==> config.mk <==
export PLATFORM = sky130hd
export DESIGN_NAME = m_stage_mem_flat
export DESIGN_NICKNAME = d
export VERILOG_FILES = /design/src/rtl/m_stage_mem_if.sv /design/src/rtl/m_stage_mem.sv /design/src/flat_wrapper.sv
export SDC_FILE = /design/constraint.sdc
export NUM_CORES = 1
export LEC_CHECK = 0
export ABC_CLOCK_PERIOD_IN_PS = 4300
export BUFFER_PORTS_ARGS = -buffer_cell sky130_fd_sc_hd__buf_2
export CAP_MARGIN = 5
export CORE_AREA = 2 2 143 145
export CTS_BUF_LIST = sky130_fd_sc_hd__clkbuf_16
export CTS_CLUSTER_DIAMETER = 120
export DETAILED_ROUTE_END_ITERATION = 10
export DIE_AREA = 0 0 145 147
export PLACE_DENSITY_LB_ADDON = 0.12
export SLEW_MARGIN = 0
export SYNTH_ARGS = -nofsm -noshare
export SYNTH_HDL_FRONTEND = slang
export SYNTH_SLANG_ARGS = --single-unit
==> constraint.sdc <==
create_clock -name clk -period 4.3 [get_ports clk]
set_input_delay 0.43 -clock clk [delete_from_list [all_inputs] [get_ports clk]]
set_output_delay 0.43 -clock clk [all_outputs]
set_load 0.05 [all_outputs]
==> src/rtl/m_stage_mem_if.sv <==
`default_nettype none
// ============================================================================
//  Module      : m_stage_mem_if
//  Description : Data-memory request/acknowledge bus used by the M stage.
//                master = M stage (drives request side),
//                slave  = memory (drives ack/rdata).
//  Signals     : mem_req   1   bus request
//                mem_we    1   1 = store
//                mem_addr  32  word-aligned address
//                mem_be    4   byte enables
//                mem_wdata 32  lane-replicated store data
//                mem_ack   1   access complete this cycle
//                mem_rdata 32  read word (valid with mem_ack on loads)
//  Revision    : 1.0  initial release
// ============================================================================
interface m_stage_mem_if;
    logic        mem_req;
    logic        mem_we;
    logic [31:0] mem_addr;
    logic [3:0]  mem_be;
    logic [31:0] mem_wdata;
    logic        mem_ack;
    logic [31:0] mem_rdata;

    modport master (
        output mem_req,
        output mem_we,
        output mem_addr,
        output mem_be,
        output mem_wdata,
        input  mem_ack,
        input  mem_rdata
    );

    modport slave (
        input  mem_req,
        input  mem_we,
        input  mem_addr,
        input  mem_be,
        input  mem_wdata,
        output mem_ack,
        output mem_rdata
    );
endinterface
`default_nettype wire

==> src/rtl/m_stage_mem.sv <==
`default_nettype none
// ============================================================================
//  Module      : m_stage_mem
//  Description : MIPS memory-access stage plus M/W pipeline register.
//                Decodes load/store from IRM, runs a req/ack data-memory
//                access with byte enables and replicated store data, stalls
//                the pipe until the access completes (or times out), then
//                registers IRW/PC4W/AOW/DRW/ExcW into Writeback.
//                DRW holds the raw aligned word; extraction is done in W.
//  Ports       : clk, reset          clock, synchronous active-high reset
//                IRM/PC4M/AOM/RTM    M-stage instruction, PC+4, ALU result,
//                                    forwarded store data
//                mem                 data-memory bus (master modport)
//                stall_m             freeze PC/F/D/E/M this cycle
//                IRW/PC4W/AOW/DRW    Writeback pipeline registers
//                ExcW                00 none, 01 load misaligned,
//                                    10 store misaligned, 11 bus timeout
//  Revision    : 1.0  initial release
// ============================================================================
module m_stage_mem #(
    parameter int TIMEOUT = 255
) (
    input  wire logic        clk,
    input  wire logic        reset,
    input  wire logic [31:0] IRM,
    input  wire logic [31:0] PC4M,
    input  wire logic [31:0] AOM,
    input  wire logic [31:0] RTM,
    m_stage_mem_if.master    mem,
    output logic             stall_m,
    output logic [31:0]      IRW,
    output logic [31:0]      PC4W,
    output logic [31:0]      AOW,
    output logic [31:0]      DRW,
    output logic [1:0]       ExcW
);

    localparam int CW = (TIMEOUT < 1) ? 1 : $clog2(TIMEOUT + 1);
    localparam logic [CW-1:0] C_TMO = CW'(TIMEOUT);

    localparam logic [0:0] S_IDLE = 1'b0;
    localparam logic [0:0] S_WAIT = 1'b1;

    localparam logic [1:0] C_EXC_NONE = 2'b00;
    localparam logic [1:0] C_EXC_LDMA = 2'b01;
    localparam logic [1:0] C_EXC_STMA = 2'b10;
    localparam logic [1:0] C_EXC_TMO  = 2'b11;

    // ------------------------------------------------------------------
    // Decode
    // ------------------------------------------------------------------
    logic [5:0] w_op;
    logic       w_lw, w_lb, w_lbu, w_lh, w_lhu, w_sw, w_sb, w_sh;
    logic       w_is_load, w_is_store, w_is_word, w_is_half;
    logic       w_misaligned, w_aligned_op;

    assign w_op  = IRM[31:26];
    assign w_lw  = (w_op == 6'b100011);
    assign w_lb  = (w_op == 6'b100000);
    assign w_lbu = (w_op == 6'b100100);
    assign w_lh  = (w_op == 6'b100001);
    assign w_lhu = (w_op == 6'b100101);
    assign w_sw  = (w_op == 6'b101011);
    assign w_sb  = (w_op == 6'b101000);
    assign w_sh  = (w_op == 6'b101001);

    assign w_is_load    = w_lw | w_lb | w_lbu | w_lh | w_lhu;
    assign w_is_store   = w_sw | w_sb | w_sh;
    assign w_is_word    = w_lw | w_sw;
    assign w_is_half    = w_lh | w_lhu | w_sh;
    assign w_misaligned = (w_is_word & (AOM[1:0] != 2'b00)) | (w_is_half & AOM[0]);
    assign w_aligned_op = (w_is_load | w_is_store) & ~w_misaligned;

    // ------------------------------------------------------------------
    // State
    // ------------------------------------------------------------------
    logic [0:0]    state_q, state_d;
    logic [CW-1:0] cnt_q, cnt_d;
    logic [31:0]   irw_q, irw_d, pc4w_q, pc4w_d, aow_q, aow_d, drw_q, drw_d;
    logic [1:0]    excw_q, excw_d;

    logic w_req;
    logic w_tmo_hit;

    // The last WAIT cycle without ack retires the instruction with a bus
    // error; the pipe must advance on that cycle so the access is not
    // re-issued, hence stall_m is released even though mem_req is still up.
    assign w_tmo_hit = (state_q == S_WAIT) & (cnt_q == C_TMO) & ~mem.mem_ack;

    // Reset also gates the request so a dropped access never reappears
    // while the pipeline is being cleared.
    assign w_req   = ~reset & (((state_q == S_IDLE) & w_aligned_op) | (state_q == S_WAIT));
    assign stall_m = w_req & ~mem.mem_ack & ~w_tmo_hit;

    // ------------------------------------------------------------------
    // Bus drive: combinational from M inputs, which the hazard unit holds
    // while stall_m is asserted.
    // ------------------------------------------------------------------
    logic [3:0]  w_be;
    logic [31:0] w_wdata;

    always_comb begin
        w_be    = 4'b0000;
        w_wdata = 32'h0;
        if (w_sb) begin
            w_be    = 4'b0001 << AOM[1:0];
            w_wdata = {4{RTM[7:0]}};
        end else if (w_sh) begin
            w_be    = AOM[1] ? 4'b1100 : 4'b0011;
            w_wdata = {2{RTM[15:0]}};
        end else if (w_sw) begin
            w_be    = 4'b1111;
            w_wdata = RTM;
        end else if (w_is_load) begin
            w_be    = 4'b1111;
        end
    end

    assign mem.mem_req   = w_req;
    assign mem.mem_we    = w_is_store;
    assign mem.mem_addr  = {AOM[31:2], 2'b00};
    assign mem.mem_be    = w_be;
    assign mem.mem_wdata = w_wdata;

    // ------------------------------------------------------------------
    // Next-state / Writeback register logic
    // ------------------------------------------------------------------
    always_comb begin
        state_d = state_q;
        cnt_d   = cnt_q;
        // default: bubble into W
        irw_d   = 32'h0;
        pc4w_d  = 32'h0;
        aow_d   = 32'h0;
        drw_d   = 32'h0;
        excw_d  = C_EXC_NONE;

        case (state_q)
            S_IDLE: begin
                if (w_aligned_op & ~mem.mem_ack) begin
                    state_d = S_WAIT;
                    cnt_d   = CW'(1);
                end else begin
                    // non-memory, misaligned, or zero-wait access
                    irw_d  = IRM;
                    pc4w_d = PC4M;
                    aow_d  = AOM;
                    if (w_aligned_op & w_is_load) begin
                        drw_d = mem.mem_rdata;
                    end
                    if (w_misaligned) begin
                        excw_d = w_is_load ? C_EXC_LDMA : C_EXC_STMA;
                    end
                end
            end
            S_WAIT: begin
                if (mem.mem_ack) begin
                    irw_d   = IRM;
                    pc4w_d  = PC4M;
                    aow_d   = AOM;
                    drw_d   = w_is_load ? mem.mem_rdata : 32'h0;
                    cnt_d   = '0;
                    state_d = S_IDLE;
                end else if (cnt_q == C_TMO) begin
                    irw_d   = IRM;
                    pc4w_d  = PC4M;
                    aow_d   = AOM;
                    excw_d  = C_EXC_TMO;
                    cnt_d   = '0;
                    state_d = S_IDLE;
                end else begin
                    cnt_d = cnt_q + CW'(1);
                end
            end
            default: begin
                state_d = S_IDLE;
                cnt_d   = '0;
            end
        endcase
    end

    always_ff @(posedge clk) begin
        if (reset) begin
            state_q <= S_IDLE;
            cnt_q   <= '0;
            irw_q   <= 32'h0;
            pc4w_q  <= 32'h0;
            aow_q   <= 32'h0;
            drw_q   <= 32'h0;
            excw_q  <= C_EXC_NONE;
        end else begin
            state_q <= state_d;
            cnt_q   <= cnt_d;
            irw_q   <= irw_d;
            pc4w_q  <= pc4w_d;
            aow_q   <= aow_d;
            drw_q   <= drw_d;
            excw_q  <= excw_d;
        end
    end

    assign IRW  = irw_q;
    assign PC4W = pc4w_q;
    assign AOW  = aow_q;
    assign DRW  = drw_q;
    assign ExcW = excw_q;

endmodule
`default_nettype wire

==> src/flat_wrapper.sv <==
// flat-port wrapper written by rule: the top's interface ports become plain ports
module m_stage_mem_flat 
#(
    parameter int TIMEOUT = 255
)
  (clk, reset, IRM, PC4M, AOM, RTM, stall_m, IRW, PC4W, AOW, DRW, ExcW, mem_mem_req, mem_mem_we, mem_mem_addr, mem_mem_be, mem_mem_wdata, mem_mem_ack, mem_mem_rdata);
  m_stage_mem_if mem_i ();
  input  wire logic clk;
  input  wire logic reset;
  input  wire logic [31:0] IRM;
  input  wire logic [31:0] PC4M;
  input  wire logic [31:0] AOM;
  input  wire logic [31:0] RTM;
  output logic stall_m;
  output logic [31:0] IRW;
  output logic [31:0] PC4W;
  output logic [31:0] AOW;
  output logic [31:0] DRW;
  output logic [1:0] ExcW;
  output wire logic [$bits(mem_i.mem_req)-1:0] mem_mem_req;
  output wire logic [$bits(mem_i.mem_we)-1:0] mem_mem_we;
  output wire logic [$bits(mem_i.mem_addr)-1:0] mem_mem_addr;
  output wire logic [$bits(mem_i.mem_be)-1:0] mem_mem_be;
  output wire logic [$bits(mem_i.mem_wdata)-1:0] mem_mem_wdata;
  input wire logic [$bits(mem_i.mem_ack)-1:0] mem_mem_ack;
  input wire logic [$bits(mem_i.mem_rdata)-1:0] mem_mem_rdata;
  assign mem_mem_req = mem_i.mem_req;
  assign mem_mem_we = mem_i.mem_we;
  assign mem_mem_addr = mem_i.mem_addr;
  assign mem_mem_be = mem_i.mem_be;
  assign mem_mem_wdata = mem_i.mem_wdata;
  assign mem_i.mem_ack = mem_mem_ack;
  assign mem_i.mem_rdata = mem_mem_rdata;
  m_stage_mem #(.TIMEOUT(TIMEOUT)) u_core (.clk(clk), .reset(reset), .IRM(IRM), .PC4M(PC4M), .AOM(AOM), .RTM(RTM), .mem(mem_i), .stall_m(stall_m), .IRW(IRW), .PC4W(PC4W), .AOW(AOW), .DRW(DRW), .ExcW(ExcW));
endmodule
## Yosys cells after proc, flatten, opt, wreduce, memory -nomap -nowiden

Cells that the tools add are included.
Widths: inputs -> output; s select.

| cells by class | value |
|---|---|
| $add $sub $neg | 1 |
| equal/unequal tests | 10 |
| shift operators | 1 |
| mux-type cells | 39 |
| bitwise gates (word level) | 28 |
| reductions and logical operators | 1 |

Operators by type and width:

| kind | count |
|---|---|
| $mux 32 | 16 |
| $pmux 32 s2 | 4 |
| $eq 6x6->1 const B | 8 |
| $mux 8 | 3 |
| $mux 4 | 5 |
| $pmux 8 s2 | 1 |
| $or 1x1->1 | 12 |
| $and 1x1->1 | 11 |
| $mux 2 | 5 |
| $add 8x1->8 const B | 1 |
| $eq 8x8->1 const B | 1 |
| $not 1->1 | 5 |
| $pmux 2 s2 | 1 |
| $shl 1x2->4 const A | 1 |
| $mux 1 | 3 |
| $ne 2x2->1 const B | 1 |
| $pmux 1 s2 | 1 |
| $reduce_bool 2->1 | 1 |

| word-level totals | value |
|---|---|
| flip-flop bits (word level) | 139 |
| input bits | 163 |

## Longest topological paths before layout

Gate-level depths: netlist of run 1.

| logic depth | value |
|---|---|
| word-level depth | 12 |
| gate-level depth with buffers | 8 |
| mapped depth without buffers | 5 |

## Worst setup path after synthesis of run 1

OpenSTA, ideal clock, no wires.

| timing | value |
|---|---|
| path kind | in2out |
| from | input port IRM[28] |
| to | output port stall_m |
| arrival time | 3166 ps |
| slack | 704 ps |
| stages | 4 |
| buffers on the path | 0 |
| cells stage by stage | or4b_1 -> a2111oi_4 -> nor2_1 -> nor4_1 |

| on the way | value |
|---|---|
| word-level cells in the longest chain between the ends | 12 |

RTL lines:

| item | line | source |
|---|---|---|
| from (decl) | flat_wrapper.sv:10 | `input wire logic [31:0] IRM;` |
| $eq 6x6->1, on equally long branches | n/a |  |
| $or 1x1->1, on equally long branches (2 in series) | m_stage_mem.sv:67, m_stage_mem.sv:70 |  |
| $or 1x1->1 / $and 1x1->1 (equally long branches) | m_stage_mem.sv:67, m_stage_mem.sv:71 |  |
| $or 1x1->1, on equally long branches | m_stage_mem.sv:67, m_stage_mem.sv:71 |  |
| $or 1x1->1 / $not 1->1 (equally long branches) | m_stage_mem.sv:72 | `assign w_aligned_op = (w_is_load \| w_is_store) & ~w_misaligned;` |
| $and 1x1->1 * | m_stage_mem.sv:72 |  |
| $and 1x1->1 * | m_stage_mem.sv:92 | `assign w_req = ~reset & (((state_q == S_IDLE) & w_aligned_op) \| (state_q == S_WAIT));` |
| $or 1x1->1 * | m_stage_mem.sv:92 |  |
| $and 1x1->1 * | m_stage_mem.sv:92 |  |
| $and 1x1->1 * (2 in series) | m_stage_mem.sv:93 | `assign stall_m = w_req & ~mem.mem_ack & ~w_tmo_hit;` |
| to (decl) | flat_wrapper.sv:14 | `output logic stall_m;` |

Mark *: on every way between the ends. The rest lies on a longest branch, timed or not.

## Worst setup path after layout of run 1

| timing | value |
|---|---|
| from | input port IRM[26] |
| to | output port stall_m |

Same word-level chain as after synthesis.

==> flow_metrics.env, run 1 <==
export IMPL_grt_pass1_vias=4165
export IMPL_start_util_pct=24.9
export IMPL_clock_latency_ns=0.41
export IMPL_tritoncts="built"
export IMPL_skew_ns=0.0122
export IMPL_synthTopCellsByArea="dfxtp_1 56%, and2_1 17%, buf_4 4.9%"
export IMPL_grt_usage_pct=14.6
export IMPL_fp_dieH_microns=147
export IMPL_place_congestion=0.733
export IMPL_dr_pass1_iters=4
export IMPL_setup_viol=0
export IMPL_fin_ws_ns=1.22
export IMPL_hold_violations=0
export IMPL_placedCellCount=1075
export IMPL_p_leak_nw=3.77
export IMPL_rsz0062_at_grt="false"
export IMPL_clockBufferDepth=2
export IMPL_synth_edf_count=0
export IMPL_yosysTopAreaCellShare_pct=56.4
export IMPL_r2r_cells=6
export IMPL_core_sq_mm=0.0198
export IMPL_htreeDepth=4
export IMPL_synth_seq_cells=139
export IMPL_ff_latch_area_sq_mm=0.00278
export IMPL_finalWirelength_mm=16.3
export IMPL_worstPathRequired_ns=3.87
export IMPL_path_clk_slew_ns=0.06
export IMPL_ys_async_sr_fraction_pct=0
export IMPL_area_delta_synth_final_pct=47.9
export IMPL_critPathArrivalTime_ns=2.65
export IMPL_drt_initial_drc_count=128
export IMPL_grt_max_degree=66
export IMPL_vias=4399
export IMPL_post_route_period_util_pct=71.5
export IMPL_cts_root_buf="clkbuf_16"
export IMPL_die_area_sq_mm=0.0213
export IMPL_antenna_found_initial=1
export IMPL_post_cts_buffers=0
export IMPL_place_hpwl_mm=12.8
export IMPL_synth_common_cells="139 x dfxtp_1, 137 x and2_1, 40 x a21oi_1"
export IMPL_outcome="completed"
export IMPL_synth_top_area_cell="dfxtp_1"
export IMPL_reg2reg_to="u_core.AOW[7]"
export IMPL_cp_end_kind="primary output"
export IMPL_overflow=0
export IMPL_die_w_microns=145
export IMPL_powerDensity_mw_per_mm2=453
export IMPL_worst_slew_pin_transition_ns=0.846
export IMPL_pin_count=364
export IMPL_holdPathStages=2
export IMPL_syn_inst=498
export IMPL_utilization_pct=36.8
export IMPL_dp_slack_ns=1.19
export IMPL_ys_flop_type="dfxtp_1"
export IMPL_tns_ns=0
export IMPL_synth_cell_types=39
export IMPL_yosysWarnings=0
export IMPL_holdBufCountCts=0
export IMPL_cp_max_fo=25
export IMPL_syn_area_sq_mm=0.00494
export IMPL_crit_end="stall_m"
export IMPL_io_buffer_count=361
export IMPL_worstReg2RegStart="u_core.cnt_q[0]"
export IMPL_fin_nets=988
export IMPL_fmaxAchievable_mhz=325
export IMPL_crit_type="primary input to primary output"
export IMPL_synth_most_common_cell="dfxtp_1"
export IMPL_fin_cells=1108
export IMPL_ff2ff_setup_slack_ns=2.15
export IMPL_multi_input_area_sq_mm=0.00174
export IMPL_route_antenna_remaining_nets=0
export IMPL_seq_area_frac_synth_pct=56.4
export IMPL_maxCapViolCount=0
export IMPL_syn_avg_cell_area_sq_um=9.91
export IMPL_cts_sinks=139
export IMPL_drive_gt1_share_pct=47.4
export IMPL_drc_errors=0
export IMPL_whs_ns=0.216
export IMPL_num_fill_cells=2072
export IMPL_hold_class="primary input to flop"
export IMPL_relSlewSlack_pct=43.6
export IMPL_drv_slew=0
export IMPL_wl_per_cell_microns=14.7
export IMPL_grt_pass1_wl_mm=23.7
export IMPL_cts_inserted_buffers=17
export IMPL_ir_drop_uv=204
export IMPL_rows=52
export IMPL_crit_path_start_kind="primary input"
export IMPL_fin_crit_ns=3.08
export IMPL_post_drt_via_cell_ratio=3.97
export IMPL_cts_repair_resized=0
export IMPL_crit_start="IRM[26]"
final cells by class:
type | instances | share of cell area, %
flip-flops and latches | 139 | 38.1
repair buffers | 364 | 25.1
multi-input cells | 292 | 23.8
clock buffers | 17 | 5.83
well taps | 270 | 4.63
clock inverters | 15 | 2.00
inverters | 10 | 0.514
diodes | 1 | 0.0343
sequential cells by signal, indices dropped and copies added (netlist names):
name	flops
u_core.IRW	32
u_core.PC4W	32
u_core.ExcW	2
u_core.cnt_q	8
u_core.DRW	32
u_core.state_q	1
u_core.AOW	32
layout by cell type, fill, tap and decap left out, types with 2 or more instances in the layout:
master	instances
nand3_1	3
nand2_1	20
clkbuf_16	17
clkinv_4	2
o21a_1	2
a21oi_1	40
buf_2	361
nand2b_1	11
nor2_1	23
conb_1	2
clkinv_2	3
clkinv_1	2
dfxtp_1	139
and3_1	4
o21bai_1	2
bufinv_16	2
a31oi_1	4
and2_1	137
o21ai_0	10
nor4_1	2
inv_6	4
a211o_1	2
nor3_1	2
buf_4	3
nor2b_1	10
o32ai_1	3
inv_1	11
report_power, final:
group	leakage, nW	internal (mW)	switching (mW)
sequential	1.15	1.34	0.0116
clock	0.284	0.853	0.566
combinational	2.34	0.146	0.391
worst min path at each step:
stage,start,end,slack (ns)
3_3_place_gp,u_core.cnt_q[1],u_core.cnt_q[1],0.50
2_1_floorplan,u_core.cnt_q[0],u_core.cnt_q[0],0.45
3_5_place_dp,u_core.cnt_q[0],u_core.cnt_q[0],0.48
5_1_grt,PC4M[19],u_core.PC4W[19],0.20
4_1_cts,PC4M[28],u_core.PC4W[28],0.19
6_report,IRM[11],u_core.IRW[11],0.22
worst max-delay path, stage by stage:
cell and delay, ns:
buf_2 0.33, or4b_1 0.53, a2111oi_4 0.63, nor2_1 0.15, nor4_1 0.25, buf_2 0.32
through the flow:
| stage | cell area (sq um) | power [mW] |
|---|---|---|
| 6_report | 7300 | 3.31 |
| 5_1_grt | 7300 | 3.45 |
| 4_1_cts | 7300 | 3.37 |
| 3_5_place_dp | 6730 | 1.92 |
| 3_3_place_gp | 6730 | 1.92 |
| 2_1_floorplan | 4940 | 1.77 |
metal layers:
| metal | track usage [%] | up-vias | wire length (microns) |
|---|---|---|---|
| li1 | - | 2210 | - |
| met1 | 15.0 | 1964 | 6140 |
| met2 | 27.0 | 205 | 8410 |
| met3 | 5.96 | 18 | 1410 |
| met4 | 5.20 | 2 | 291 |
| met5 | 0 | - | 13 |
kinds of logic (layout without fill, tap and decap cells):
family                     count (synthesis)  in the layout  synth area share (%)
DFF                                      139            139                  56.4
adders and majority gates                  1              1                 0.253
buffers and inverters                     68            406                  8.44
AOI/OAI and AO/OA                         69             69                  8.85
xor gates and xnor gates                   1              1                 0.177
other                                      1              3                0.0760
and+or+nand+nor                          219            219                  25.8
Power figures use the tool's default switching activity.
==> run 2, diff against run 1 <==
--- a/config.mk
+++ b/config.mk
@@ -5,14 +5,14 @@
 export SDC_FILE = /design/constraint.sdc
 export NUM_CORES = 1
 export LEC_CHECK = 0
-export ABC_CLOCK_PERIOD_IN_PS = 4300
+export ABC_CLOCK_PERIOD_IN_PS = 2900
 export BUFFER_PORTS_ARGS = -buffer_cell sky130_fd_sc_hd__buf_2
 export CAP_MARGIN = 5
-export CORE_AREA = 2 2 143 145
+export CORE_AREA = 2 2 140 142
 export CTS_BUF_LIST = sky130_fd_sc_hd__clkbuf_16
 export CTS_CLUSTER_DIAMETER = 120
 export DETAILED_ROUTE_END_ITERATION = 10
-export DIE_AREA = 0 0 145 147
+export DIE_AREA = 0 0 142 144
 export PLACE_DENSITY_LB_ADDON = 0.12
 export SLEW_MARGIN = 0
 export SYNTH_ARGS = -nofsm -noshare
==> constraint.sdc (replaced) <==
create_clock -name clk -period 2.9 [get_ports clk]
set_input_delay 0.29 -clock clk [delete_from_list [all_inputs] [get_ports clk]]
set_output_delay 0.29 -clock clk [all_outputs]
set_load 0.05 [all_outputs]
==> run 2 against run 1 <==
- clock-buffer cell count unchanged
- clock power rose by 55%
- power rose by 51%
- non-clock buffer count increased by 5
- utilization up 1.6 points
- critical path type unchanged
- critical endpoint unchanged
- largest cell class unchanged
==> flow_metrics.env, run 2 (same netlist as run 1, synthesis figures left out) <==
export IMPL_grt_pass1_vias=3962
export IMPL_fin_ws_ns=0.524
export IMPL_power_switching_mw=1.43
export IMPL_fp_dieH_microns=144
export IMPL_reg2reg_to="u_core.IRW[6]"
export IMPL_setup_viol=0
export IMPL_relSlewSlack_pct=60.4
export IMPL_rows=51
export IMPL_cp_num_buf_inv=2
export IMPL_multi_input_area_sq_mm=0.00175
export IMPL_holdBufCountCts=0
export IMPL_holdCritStartpoint="mem_mem_rdata[25]"
export IMPL_post_route_period_util_pct=81.9
export IMPL_critPathSlowestCell="or4b_1"
export IMPL_cts_sinks=139
export IMPL_dr_pass1_iters=4
export IMPL_vias=4342
export IMPL_grt_pass1_wl_mm=21.8
export IMPL_place_congestion=0.749
export IMPL_core_sq_mm=0.0191
export IMPL_finalWirelength_mm=15.4
export IMPL_crit_type="primary input to primary output"
export IMPL_worst_slew_pin_transition_ns=0.594
export IMPL_die_w_microns=142
export IMPL_area_delta_synth_final_pct=48.5
export IMPL_crit_path_start_kind="primary input"
export IMPL_tritoncts="built"
export IMPL_ff2ff_setup_slack_ns=0.82
export IMPL_drv_slew=0
export IMPL_htreeDepth=4
export IMPL_num_fill_cells=1980
export IMPL_route_antenna_remaining_nets=0
export IMPL_worstReg2RegStart="u_core.cnt_q[0]"
export IMPL_outcome="completed"
export IMPL_fin_cells=1079
export IMPL_cts_root_buf="clkbuf_16"
export IMPL_skew_ns=0.0120
export IMPL_r2r_cells=6
export IMPL_fin_nets=993
export IMPL_cts_inserted_buffers=17
export IMPL_drc_errors=0
export IMPL_antenna_found_initial=1
export IMPL_fmaxAchievable_mhz=421
export IMPL_holdPathStages=2
export IMPL_path_clk_slew_ns=0.06
export IMPL_rsz0062_at_grt="false"
export IMPL_worstPathRequired_ns=2.61
export IMPL_ff_latch_area_sq_mm=0.00278
export IMPL_hold_class="primary input to flop"
export IMPL_critical_path_depth=6
export IMPL_hold_violations=0
export IMPL_drive_gt1_share_pct=48.0
export IMPL_post_drt_via_cell_ratio=4.02
export IMPL_pwr_share_comb_pct=15.9
export IMPL_clockBufferDepth=2
export IMPL_powerDensity_mw_per_mm2=682
export IMPL_wl_per_cell_microns=14.3
export IMPL_hold_path_end="u_core.DRW[25]"
export IMPL_crit_family="simple AND/OR/NAND/NOR gates"
export IMPL_dp_slack_ns=0.492
export IMPL_worst_path_most_repeated_cell="buf_2"
export IMPL_cts_repair_resized=0
export IMPL_cp_max_fo=6
export IMPL_power_mw=5.00
export IMPL_overflow=0
export IMPL_tns_ns=0
export IMPL_cp_end_kind="primary output"
export IMPL_grt_max_degree=53
export IMPL_critPathArrivalTime_ns=2.09
export IMPL_p_int_mw=3.56
export IMPL_mostFrequentLayoutCells="361 x buf_2, 139 x dfxtp_1, 137 x and2_1"
export IMPL_post_cts_buffers=0
export IMPL_ir_drop_uv=301
export IMPL_start_util_pct=25.9
export IMPL_place_hpwl_mm=12.0
export IMPL_seqPwrFrac_pct=40.2
export IMPL_io_buffer_count=361
export IMPL_drt_initial_drc_count=170
export IMPL_placedCellCount=1048
export IMPL_maxCapViolCount=0
export IMPL_cpPeakStageDelay_ns=0.57
export IMPL_swShare_pct=28.7
export IMPL_p_clk_share_pct=43.9
export IMPL_mostFrequentLayoutCell="buf_2"
export IMPL_grt_usage_pct=14.0
export IMPL_cp_cell_sequence="buf_2 > or4b_1 > a2111oi_4 > nor2_1 > nor4_2 > buf_2"
export IMPL_fin_crit_ns=2.38
export IMPL_pin_count=364
export IMPL_clock_latency_ns=0.42
export IMPL_diodes=0
export IMPL_die_area_sq_mm=0.0204
export IMPL_p_leak_nw=3.80
==> run 2: cell types whose count changed in the layout (fill, tap and decap cells not counted), sizes merged <==
cell	change
buf	+5
clkinv	-2
bufinv	+1
diode	-1
==> run 2: worst reg2reg max path, stage by stage, from the launching register on <==
cell	delay [ns]
dfxtp_1	0.40
ha_1	0.21
and3_1	0.29
a31oi_1	0.19
a311oi_4	0.30
buf_4	0.42
and2_1	0.22
==> run 2: layout make-up <==
type | instances | area share [%]
Clock buffer | 17 | 5.81
Clock inverter | 14 | 2.34
Inverter | 10 | 0.512
Multi-Input combinational cell | 292 | 23.8
Sequential cell | 139 | 38.0
Tap cell | 238 | 4.06
Timing Repair Buffer | 369 | 25.5
==> run 2: worst max-delay path by stage <==
stage | start | end
2_1_floorplan | IRM[30] | mem_mem_wdata[0]
3_3_place_gp | IRM[28] | stall_m
4_1_cts | IRM[28] | stall_m
6_report | IRM[28] | stall_m
3_5_place_dp | IRM[28] | u_core.IRW[6]
5_1_grt | u_core.cnt_q[0] | stall_m
==> run 2: per-layer routing <==
layer  global-route usage [%]  routed length [microns]  vias up
li1                         -                        -     2220
met1                     15.1                     5960     1910
met2                     25.4                     8020      191
met3                     5.17                     1130       19
met4                     4.95                      281        2
met5                        0                       13        -
==> run 2: metrics by stage <==
step / area, sq um / hold WS, ns / utilization (%)
finish: 7330 / 0.0655 / 38.4
detailed placement: 6730 / 0.482 / 35.3
global route: 7330 / 0.0538 / 38.4
global placement: 6730 / 0.487 / 35.3
floorplan: 4950 / 0.369 / -
CTS: 7330 / 0.0503 / 38.4
==> run 2: power by group through the flow <==
stage	clock network (mW)	registers (mW)	logic (mW)
floorplan	0	2.33	0.293
global placement	0	2.05	0.808
detailed placement	0	2.05	0.804
CTS	2.26	2.01	0.806
global route	2.34	2.01	0.845
finish	2.20	2.01	0.795
==> run 3, diff against run 2 <==
--- a/config.mk
+++ b/config.mk
@@ -5,14 +5,14 @@
 export SDC_FILE = /design/constraint.sdc
 export NUM_CORES = 1
 export LEC_CHECK = 0
-export ABC_CLOCK_PERIOD_IN_PS = 2900
+export ABC_CLOCK_PERIOD_IN_PS = 1950
 export BUFFER_PORTS_ARGS = -buffer_cell sky130_fd_sc_hd__buf_2
 export CAP_MARGIN = 5
-export CORE_AREA = 2 2 140 142
+export CORE_AREA = 2 2 143 145
 export CTS_BUF_LIST = sky130_fd_sc_hd__clkbuf_16
 export CTS_CLUSTER_DIAMETER = 120
 export DETAILED_ROUTE_END_ITERATION = 10
-export DIE_AREA = 0 0 142 144
+export DIE_AREA = 0 0 145 147
 export PLACE_DENSITY_LB_ADDON = 0.12
 export SLEW_MARGIN = 0
 export SYNTH_ARGS = -nofsm -noshare
==> constraint.sdc (replaced) <==
create_clock -name clk -period 1.95 [get_ports clk]
set_input_delay 0.195 -clock clk [delete_from_list [all_inputs] [get_ports clk]]
set_output_delay 0.195 -clock clk [all_outputs]
set_load 0.05 [all_outputs]
==> run 3 against run 2 <==
- clock power rose by 42%
- global-route usage grew 1.8 points
- combinational power increased by 79%
- sequential cell count unchanged
- via count rose by 12%
- die area rose by 4.2%
- critical path type unchanged
==> flow_metrics.env, run 3 (same netlist as run 1, synthesis figures left out) <==
export IMPL_fin_nets=1117
export IMPL_fin_ws_ns=0.0195
export IMPL_post_drt_via_cell_ratio=3.93
export IMPL_fmaxAchievable_mhz=518
export IMPL_route_antenna_remaining_nets=0
export IMPL_drt_initial_drc_count=143
export IMPL_drv_slew=0
export IMPL_rsz0062_at_grt="true"
export IMPL_ff_latch_area_sq_mm=0.00279
export IMPL_mostFrequentLayoutCell="buf_2"
export IMPL_place_hpwl_mm=12.9
export IMPL_skew_ns=0.00608
export IMPL_drive_gt1_share_pct=46.9
export IMPL_powerDensity_mw_per_mm2=861
export IMPL_wl_per_cell_microns=13.9
export IMPL_finalWirelength_mm=17.2
export IMPL_place_congestion=0.786
export IMPL_worstPathRequired_ns=1.75
export IMPL_post_cts_buffers=0
export IMPL_p_leak_nw=4.34
export IMPL_path_clk_slew_ns=0.06
export IMPL_cts_root_buf="clkbuf_16"
export IMPL_outcome="completed"
export IMPL_mostFrequentLayoutCells="357 x buf_2, 137 x and2_1, 137 x dfxtp_1"
export IMPL_post_route_period_util_pct=99.0
export IMPL_ir_drop_uv=349
export IMPL_overflow=0
export IMPL_cts_sinks=139
export IMPL_whs_ns=0.0190
export IMPL_area_delta_synth_final_pct=77.5
export IMPL_maxCapViolCount=0
export IMPL_crit_path_start_kind="primary input"
export IMPL_multi_input_area_sq_mm=0.00188
export IMPL_fp_dieH_microns=147
export IMPL_io_buffer_count=361
export IMPL_fin_crit_ns=1.93
export IMPL_cp_end_kind="primary output"
export IMPL_critPathArrivalTime_ns=1.74
export IMPL_cts_inserted_buffers=17
export IMPL_tritoncts="built"
export IMPL_clockBufferDepth=2
export IMPL_drc_errors=0
export IMPL_grt_pass1_vias=4828
export IMPL_ff2ff_setup_slack_ns=0.19
export IMPL_grt_pass1_wl_mm=26.4
export IMPL_cp_max_fo=2
export IMPL_grt_usage_pct=15.8
export IMPL_num_fill_cells=1961
export IMPL_dr_pass1_iters=4
export IMPL_clock_latency_ns=0.41
export IMPL_hold_class="primary input to flop"
export IMPL_die_w_microns=145
export IMPL_dp_slack_ns=-0.168
export IMPL_hold_violations=0
export IMPL_start_util_pct=24.9
export IMPL_vias=4861
export IMPL_core_sq_mm=0.0198
export IMPL_die_area_sq_mm=0.0213
export IMPL_setup_viol=0
export IMPL_crit_type="primary input to primary output"
export IMPL_pin_count=364
export IMPL_antenna_found_initial=0
export IMPL_grt_max_degree=55
export IMPL_rows=52
export IMPL_diodes=0
export IMPL_htreeDepth=4
run 3: routing by layer:
| metal | vias to the layer above | global-route usage (%) | share of wire (%) |
|---|---|---|---|
| li1 | 2473 | - | - |
| met1 | 2152 | 17.7 | 40 |
| met2 | 207 | 27.8 | 49 |
| met3 | 29 | 5.28 | 7.8 |
| met4 | 0 | 6.53 | 2.4 |
| met5 | - | 0 | 0 |
run 3: worst paths after layout:
| check | depth (start not counted) | endpoint | startpoint |
|---|---|---|---|
| setup / recovery | 7 | mem_mem_req | IRM[28] |
| hold / removal | 2 | u_core.IRW[30] | IRM[30] |
| setup reg to reg | 5 | u_core.AOW[10] | u_core.cnt_q[4] |
| hold reg to reg | 2 | u_core.cnt_q[6] | u_core.cnt_q[6] |
run 3: per-stage QoR:
stage                     TNS [ns]  cell area [sq um]  cells  util (%)  total power [mW]
after detailed placement    -15.85               7020   1096      35.4              4.30
after global routing       -0.0968               8760   1236      44.1              7.85
after floorplan              -2.13               5040    499         -              3.92
after CTS                  -0.0411               8740   1236      44.0              7.65
after global placement      -15.86               7020   1096      35.4              4.30
final                            0               8760   1236      44.1              7.54
run 3: cell type report:
| class | instances | area share, % |
|---|---|---|
| Sequential cell | 139 | 31.8 |
| Inverter | 10 | 0.428 |
| Timing Repair Buffer | 493 | 35.9 |
| Clock inverter | 15 | 1.74 |
| Tap cell | 270 | 3.86 |
| Clock buffer | 17 | 4.86 |
| Multi-Input combinational cell | 292 | 21.5 |
run 3: what timing repair did:
item | 4_1_cts | 5_1_grt
cloned | 0 | 0
pin swaps | 3 | 1
endpoints found under the hold margin | 108 | 0
gates resized for setup | 15 | 5
endpoints found under the setup margin | 2 | 2
hold buffers | 108 | 0
run 3: report_power, final:
| part | total (mW) | switching, mW | leakage (nW) | internal [mW] |
|---|---|---|---|---|
| Clock | 3.13 | 1.25 | 0.277 | 1.88 |
| Sequential | 2.99 | 0.0262 | 1.15 | 2.96 |
| Combinational | 1.42 | 0.921 | 2.91 | 0.503 |
| Total | 7.54 | 2.20 | 4.34 | 5.34 |
run 3: critical path: stages:
cell and delay (ns):
buf_6 0.09, or4b_4 0.54, a2111oi_4 0.42, nor2_2 0.11, buf_6 0.14, nor2_4 0.09
buf_8 0.15
